[src/rtl/seq_mod3_event_monitor_pkg.sv]
// Shared types and defaults for the mod-3 event monitor.
// Used by the window timer and the monitor top.
package seq_mod3_event_monitor_pkg;

    typedef enum logic [1:0] {
        ST_IDLE   = 2'd0,
        ST_ACTIVE = 2'd1,
        ST_ALARM  = 2'd2
    } state_e;

    // Default width of every saturating counter
    localparam int SAT_INC_W   = 8;
    localparam int DEF_WIN_LEN = 16;
    localparam int DEF_THRESH  = 4;

endpackage

[src/rtl/seq_win_timer.sv]
// Free-running window position counter, 0..WIN_LEN-1.
// last_cycle marks the final cycle of each back-to-back window.
module seq_win_timer
    import seq_mod3_event_monitor_pkg::*;
#(
    parameter int WIN_LEN = DEF_WIN_LEN,
    parameter int TW      = $clog2(WIN_LEN)
) (
    input  logic clk,
    input  logic rst_n,
    input  logic run,
    input  logic restart,
    output logic last_cycle
);

    localparam logic [TW-1:0] LAST = TW'(WIN_LEN - 1);

    logic [TW-1:0] cnt_q, cnt_d;

    // Next position: hold at 0 when stopped, wrap after the last cycle
    always_comb begin
        cnt_d = cnt_q;
        if (restart || !run) begin
            cnt_d = '0;
        end else if (cnt_q == LAST) begin
            cnt_d = '0;
        end else begin
            cnt_d = cnt_q + 1'b1;
        end
    end

    // Position register
    always_ff @(posedge clk or negedge rst_n) begin
        if (!rst_n) begin
            cnt_q <= '0;
        end else begin
            cnt_q <= cnt_d;
        end
    end

    assign last_cycle = run && (cnt_q == LAST);

endmodule

[src/rtl/seq_mod3_event_monitor.sv]
// Windowed hit/run-length monitor with sticky alarm irq.
// Macro SEQ_MOD3_MAX_RUN_EN enables the max_run tracker.
module seq_mod3_event_monitor
    import seq_mod3_event_monitor_pkg::*;
#(
    parameter int WIN_LEN = DEF_WIN_LEN,
    parameter int CNT_W   = SAT_INC_W,
    parameter int THRESH  = DEF_THRESH
) (
    input  logic             clk,
    input  logic             rst_n,
    input  logic             success,
    input  logic             enable,
    input  logic             clear,
    output logic [CNT_W-1:0] total_hits,
    output logic [CNT_W-1:0] win_hits,
    output logic [CNT_W-1:0] run_len,
    output logic [CNT_W-1:0] max_run,
    output logic             win_done,
    output logic             win_alarm,
    output logic             irq
);

    localparam logic [CNT_W-1:0] CNT_MAX = '1;
    localparam logic [CNT_W-1:0] THR     = CNT_W'(THRESH);

    state_e           state_q, state_d;
    logic [CNT_W-1:0] total_q, total_d;
    logic [CNT_W-1:0] win_q, win_d;
    logic [CNT_W-1:0] run_q, run_d;
    logic [CNT_W-1:0] acc_q, acc_d;
    logic [CNT_W-1:0] win_sum;
    logic             done_q, done_d;
    logic             alarm_q, alarm_d;
    logic             irq_q, irq_d;
    logic             timer_run;
    logic             last_cycle;

    assign timer_run = (state_q == ST_ACTIVE) || (state_q == ST_ALARM);

    seq_win_timer #(
        .WIN_LEN (WIN_LEN)
    ) u_timer (
        .clk        (clk),
        .rst_n      (rst_n),
        .run        (timer_run),
        .restart    (clear || !enable),
        .last_cycle (last_cycle)
    );

    // Window total including this cycle's hit, saturating
    assign win_sum = (acc_q == CNT_MAX) ? acc_q
                   : acc_q + CNT_W'(success);

    // Next state and counters: clear beats disable beats counting
    always_comb begin
        state_d = state_q;
        total_d = total_q;
        win_d   = win_q;
        run_d   = run_q;
        acc_d   = acc_q;
        irq_d   = irq_q;
        done_d  = 1'b0;
        alarm_d = 1'b0;
        if (clear) begin
            state_d = ST_IDLE;
            total_d = '0;
            win_d   = '0;
            run_d   = '0;
            acc_d   = '0;
            irq_d   = 1'b0;
        end else if (!enable) begin
            state_d = ST_IDLE;
            run_d   = '0;
            acc_d   = '0;
        end else begin
            unique case (state_q)
                ST_IDLE: state_d = ST_ACTIVE;
                ST_ACTIVE, ST_ALARM: begin
                    if (success) begin
                        if (total_q != CNT_MAX) total_d = total_q + 1'b1;
                        if (run_q != CNT_MAX)   run_d   = run_q + 1'b1;
                    end else begin
                        run_d = '0;
                    end
                    if (last_cycle) begin
                        acc_d  = '0;
                        win_d  = win_sum;
                        done_d = 1'b1;
                        if (win_sum >= THR) begin
                            alarm_d = 1'b1;
                            irq_d   = 1'b1;
                            state_d = ST_ALARM;
                        end
                    end else begin
                        acc_d = win_sum;
                    end
                end
                default: state_d = ST_IDLE;
            endcase
        end
    end

    // State and counter registers
    always_ff @(posedge clk or negedge rst_n) begin
        if (!rst_n) begin
            state_q <= ST_IDLE;
            total_q <= '0;
            win_q   <= '0;
            run_q   <= '0;
            acc_q   <= '0;
            done_q  <= 1'b0;
            alarm_q <= 1'b0;
            irq_q   <= 1'b0;
        end else begin
            state_q <= state_d;
            total_q <= total_d;
            win_q   <= win_d;
            run_q   <= run_d;
            acc_q   <= acc_d;
            done_q  <= done_d;
            alarm_q <= alarm_d;
            irq_q   <= irq_d;
        end
    end

`ifdef SEQ_MOD3_MAX_RUN_EN
    logic [CNT_W-1:0] max_run_q, max_run_d;

    // Track the longest run, one cycle behind run_len
    always_comb begin
        max_run_d = max_run_q;
        if (clear) begin
            max_run_d = '0;
        end else if (run_q > max_run_q) begin
            max_run_d = run_q;
        end
    end

    // Longest-run register
    always_ff @(posedge clk or negedge rst_n) begin
        if (!rst_n) begin
            max_run_q <= '0;
        end else begin
            max_run_q <= max_run_d;
        end
    end

    assign max_run = max_run_q;
`else
    assign max_run = '0;
`endif

    assign total_hits = total_q;
    assign win_hits   = win_q;
    assign run_len    = run_q;
    assign win_done   = done_q;
    assign win_alarm  = alarm_q;
    assign irq        = irq_q;

endmodule

[config.mk]
export PLATFORM = sky130hd
export DESIGN_NAME = seq_mod3_event_monitor
export DESIGN_NICKNAME = d
export VERILOG_FILES = /design/src/rtl/seq_mod3_event_monitor_pkg.sv /design/src/rtl/seq_win_timer.sv /design/src/rtl/seq_mod3_event_monitor.sv
export SDC_FILE = /design/constraint.sdc
export NUM_CORES = 1
export LEC_CHECK = 0
export CAP_MARGIN = 20
export CORE_ASPECT_RATIO = 0.8
export CORE_UTILIZATION = 47
export CTS_CLUSTER_DIAMETER = 50
export DETAILED_ROUTE_END_ITERATION = 7
export PLACE_DENSITY = 0.88
export SYNTH_ARGS = -nofsm -noshare
export SYNTH_HDL_FRONTEND = slang
export SYNTH_SLANG_ARGS = --single-unit
[constraint.sdc]
create_clock -name clk -period 1.7 [get_ports clk]
set_clock_uncertainty 0.1 [all_clocks]
set_input_delay 0.34 -clock clk [delete_from_list [all_inputs] [get_ports clk]]
set_output_delay 0.34 -clock clk [all_outputs]
set_load 0.01 [all_outputs]
# == After elaboration in Yosys (flattened, before gate mapping) ==
# Cells that the tools add are included.
# op_classes
addsub,4
n_lt_le_gt_ge,1
eq_ne,10
muxes,40
reduce_logical,19
# op_table
cell,count
2-to-1 mux 8 bit,19
adder 8 x 1 -> 8 bit (second input constant),2
!= test 8 bit (second input constant),2
2-to-1 mux 1 bit,14
nonzero test 2 bit,6
adder 8 x 1 -> 8 bit,1
== test 8 bit (second input constant),1
greater-or-equal comparator 8 x 3 -> 1 bit (second input constant),1
2-to-1 mux 2 bit,4
2-to-1 mux 4 bit,2
!= test 4 bit (second input constant),2
AND reduction 4 bit,2
adder 4 x 1 -> 4 bit (second input constant),1
== test 4 bit (second input constant),1
!= test 4 x 2 -> 1 bit (second input constant),1
case mux 2 bit (2 select lines),1
AND reduction 2 bit,2
logical OR 1 bit,3
!= test 3 x 1 -> 1 bit (second input constant),1
AND reduction 3 bit,1
== test 2 x 1 -> 1 bit (second input constant),1
== test 2 bit (second input constant),1
logical NOT 1 bit,2
logical NOT 2 bit,1
2 further kinds,2
# totals
reg_bits,41
inputBits,5
output_inout_bits,35
wordCells,83

# == Longest topological paths before layout ==
# logic_depth
word_depth,8
ltp_mapped,8
mapped_depth_nobuf,7

# == Hierarchy ==
# A second synthesis with hierarchy kept.
# unflattened
cells_unflattened,235
area_unflattened_um2,2238.4
# modules_own_cells
mod,instances,cells_each,area_each_um2,seq_area_each_um2
seq_mod3_event_monitor,1,218,2045.7,925.9
seq_win_timer,1,17,192.7,100.1

# == Worst setup path after synthesis ==
# No wires, ideal clock.
# synth_timing
path_kind,flip-flop to flip-flop
from,register acc_q[0]
to,register state_q[0]
setup_ns,0.140
arrival_time_ns,1.622
required_ns,1.460
path_slack_ns,-0.162
stages_incl_launch_ff,8
path_buffers,0
period_less_slack_ns,1.862
path_cell_list,dfrtp_1 ha_1 ha_1 and2_1 nand3_1 o311ai_0 a221oi_1 a311oi_2
# synth_between
elab_chain_cells,5
elab_cells_between_ends,6
cone_classes,add/sub (1); order compare (1); eq/ne (2); mux (1); reduce/logical (1)
# synth_rtl
element,line,rtl
"start, declared",seq_mod3_event_monitor.sv:31,"logic [CNT_W-1:0] acc_q, acc_d;"
"start signal, assigned",seq_mod3_event_monitor.sv:111,acc_q <= '0;
"start signal, assigned",seq_mod3_event_monitor.sv:120,acc_q <= acc_d;
adder 8 x 1 -> 8 bit or == test 8 bit (tied branches),"seq_mod3_event_monitor.sv:53, seq_mod3_event_monitor.sv:52",
2-to-1 mux 8 bit *,seq_mod3_event_monitor.sv:52,assign win_sum = (acc_q == CNT_MAX) ? acc_q
greater-or-equal comparator 8 x 3 -> 1 bit *,seq_mod3_event_monitor.sv:90,if (win_sum >= THR) begin
!= test 4 bit (no source line) *,n/a,
AND reduction 2 bit (no source line) *,n/a,
"end signal, assigned",seq_mod3_event_monitor.sv:116,state_q <= state_d;
"end, declared",seq_mod3_event_monitor.sv:27,"state_e state_q, state_d;"
# Mark *: on every way between the ends. The rest lies on a longest branch, timed or not.
# A chain may end at the register's enable or synchronous reset.

# == Worst setup path after layout ==
# layout_timing
from,register state_q[1]
to,register total_q[3] (netlist: total_hits[3])
# layout_between
elab_chain_cells,4
elab_cells_between_ends,5
cone_classes,eq/ne (2); reduce/logical (3)
# layout_rtl
element,line,rtl
== test 2 x 1 -> 1 bit or == test 2 bit (tied branches),seq_mod3_event_monitor.sv:77,unique case (state_q)
OR reduction 2 bit *,seq_mod3_event_monitor.sv:77,
nonzero test 2 bit (no source line) *,n/a,
AND reduction 4 bit (no source line) *,n/a,
"end signal, assigned",seq_mod3_event_monitor.sv:117,total_q <= total_d;
"end, declared",seq_mod3_event_monitor.sv:28,"logic [CNT_W-1:0] total_q, total_d;"
# Marks and branches as above.

==> metrics.md <==
| Metric | Value |
|---|---|
| Post-DP HPWL | 3.91 mm |
| Hold Worst Slack | between 0.3 and 0.4 ns |
| Element type at the critical path end | register |
| Status | complete, but fails checks |
| Nets | 331 |
| Clk slew on worst S/H paths | 0.09 ns |
| Fmax | 537 MHz |
| Seq/Total Area, Yosys | a little under half |
| Final wirelength | 6.98 mm |
| Largest net degree at the start of global routing | 42 |
| Initial antenna violation count | 0 |
| Power per cell area | 639 nW/µm² |
| DIE AREA | 4940 µm² |
| Post-layout min period | 1.86 ns |
| Final setup fails | 9 |
| P_sw | 0.000475 W |
| First-pass GRT wire length | about 10 mm |
| Die width | ~78 µm |
| Drt initial violations | between 200 and 300 |
| Seq. cell area | roughly 1000 µm² |
| Worst Path Required | ~1.8 ns |
| Synth cell types | 43 |
| Setup Slack @ Placement | -0.646 ns |
| Most frequent cells in the layout | buf_4 (50), dfrtp_1 (39), nand2_1 (22) |
| Sink Count | a little over 40 |
| Core area | 4340 µm² |
| Max FO, Critical Path | 8 |
| Syn. warnings | 0 |
| Slew Viols, Final | 0 |
| WL/cell | approximately 18 µm |
| Worst vdd ir | 415 µV |
| Initial Util | about half |
| FFs w/ async S/R, synth | 100% |
| CTS tree | done |
| Vias/cell | 5.94 |
| Clock Tree Root | clkbuf_8 |
| Layout cells sized above 1 | 37.7% |
| Skew-Pair Late Insertion Delay | 0.30 ns |
| Violated checks | setup timing |
| Combinational share of power | 9.6% |
| Leakage power | ~1.6 nW |
| Syn Inst Count | 233 |
| Sequential share of power | 46.2% |
| Worst min path class | register to register |
| Top FF cell, synth | dfrtp_1 |
| Startpoint types | register |
| Most common cell after layout, fill and taps aside | buf_4 |
| Sw frac | between 20% and 30% |
| Unrepaired setup endpoints after global routing | true |
| Max-cap viol count | 0 |
| Clk pwr share | 44.2% |
| GRT Overall Usage | 26.7% |
| Gpl congestion | 0.862 |
| Crit path DAT | just under 2 ns |
| Core Rows | 21 |
| Number of synthesized register bits | 41 |
| Htree depth | 2 |
| GRT overflow | 0 |
| Via count | 2247 |
| Fillcell total | 275 |
| CTS buffer count | 5 |
| Post-route setup slack | -0.163 ns |
| Syn_area_per_cell | 9.40 µm² |
| Tcrit/Tclk final | 110% |
| Area growth syn-to-layout | 52.1% |
| Port bufs | 31 |
| # IOs | 40 |
| Cell internal pwr | about 0.0017 W |
| Area of the multi-input gates | roughly 1300 µm² |
| Die Y | 63.1 µm |
| Final hold vios | 0 |
| Number of detailed-route iterations in the first pass | 5 |
| ANT cells | 0 |
| Worst setup path class | register to register |
| EDFF count, synth | 0 |
| Vias in the first global route | about 2200 |
| Syn Std Cell Area | 2190 µm² |
| Clock Path Buffers | 2 |
| Antenna-violating nets left | 0 |
| DRC viols | 0 |
area by class of cell:
type	instances	share of cell area, %
tap	57	2.14
multi-input combinational	177	38.8
clock inverter	3	1.95
timing repair buffer	88	23.3
inverter	7	0.864
clock buffer	5	2.07
sequential	41	30.9
critical path, cell delays in order (launching register included):
cell and delay [ns]:
dfrtp_1 0.40, inv_2 0.08, ha_4 0.29, nand3_2 0.07, a41o_4 0.29, or3_4 0.37, a21oi_2 0.19
sequential cells by signal, indices dropped and copies added, names as in the netlist:
| name | count |
|---|---|
| acc_q | 8 |
| irq | 1 |
| run_len | 8 |
| state_q | 2 |
| total_hits | 8 |
| u_timer.cnt_q | 4 |
| win_alarm | 1 |
| win_done | 1 |
| win_hits | 8 |
per-stage QoR:
stage | util [%] | setup TNS, ns | instance area, µm² | power (W) | instances
CTS | 72.5 | -0.133 | 3140 | 0.00209 | 369
floorplan | - | -0.0734 | 2260 | 0.00108 | 240
global placement | 66.1 | -10.38 | 2870 | 0.00116 | 355
finish | 76.8 | -0.539 | 3330 | 0.00213 | 378
detailed placement | 66.1 | -12.17 | 2870 | 0.00117 | 355
global route | 76.8 | -1.36 | 3330 | 0.00220 | 378
what timing repair did:
action                                 in CTS  in global routing
hold buffers                                1                  0
buffers inserted                            5                  9
endpoints found under the hold margin      41                  0
pin swaps                                   6                  9
resized for setup                          34                 39
setup endpoints to repair                  38                 41
kinds of logic (layout without fill, tap and decap cells):
kind of cell | count (synthesis) | count (layout) | share of synthesized area (%)
xor gates and xnor gates | 10 | 10 | 4.00
muxes | 2 | 2 | 0.914
adders and majority gates | 6 | 6 | 3.43
DFF | 41 | 41 | 46.9
buffers and inverters | 22 | 103 | 5.94
and+or+nand+nor | 89 | 89 | 20.2
AOI/OAI and AO/OA | 62 | 62 | 18.5
other | 1 | 8 | 0.171
synthesized netlist by cell type (5+ instances only):
master   instances  area (µm²)
dfrtp_1         41        1030
nand2_1         30         113
nor2_1          20        75.1
o21ai_0         20         100
a21oi_1         13        65.1
nand3_1         11        55.1
a22o_1           9        78.8
buf_4            8        60.1
inv_1            7        26.3
and2_1           6        37.5
and3_1           6        37.5
ha_1             6        75.1
a31oi_1          5        31.3
xnor2_1          5        43.8
xor2_1           5        43.8
power groups by stage:
stage                     sequential [W]  combinational [W]  clock, W
after CTS                       0.000984           0.000182  0.000925
after floorplan                  0.00101          0.0000775         0
after detailed placement         0.00100           0.000163         0
after global placement           0.00100           0.000158         0
after global routing            0.000984           0.000221  0.000994
final                           0.000984           0.000204  0.000941
metal layers:
metal / routed length, µm / track usage [%]
met2: 3480 / 46.1
met5: 0 / 0
met4: 239 / 10.6
met3: 525 / 5.51
met1: 2740 / 32.5
final timing paths:
path | start | end | slack, ns | cells after the start
hold reg to reg | win_hits[0] | win_hits[0] | 0.38 | 2
max in group asynchronous | rst_n | run_len[7] | 0.85 | 3
setup reg to reg | state_q[1] | total_hits[3] | -0.16 | 6
min in group asynchronous | rst_n | total_hits[2] | 0.43 | 3
setup / recovery | state_q[1] | total_hits[3] | -0.16 | 6
hold / removal | win_hits[0] | win_hits[0] | 0.38 | 2
No activity file was read; power rests on OpenSTA's default activity.
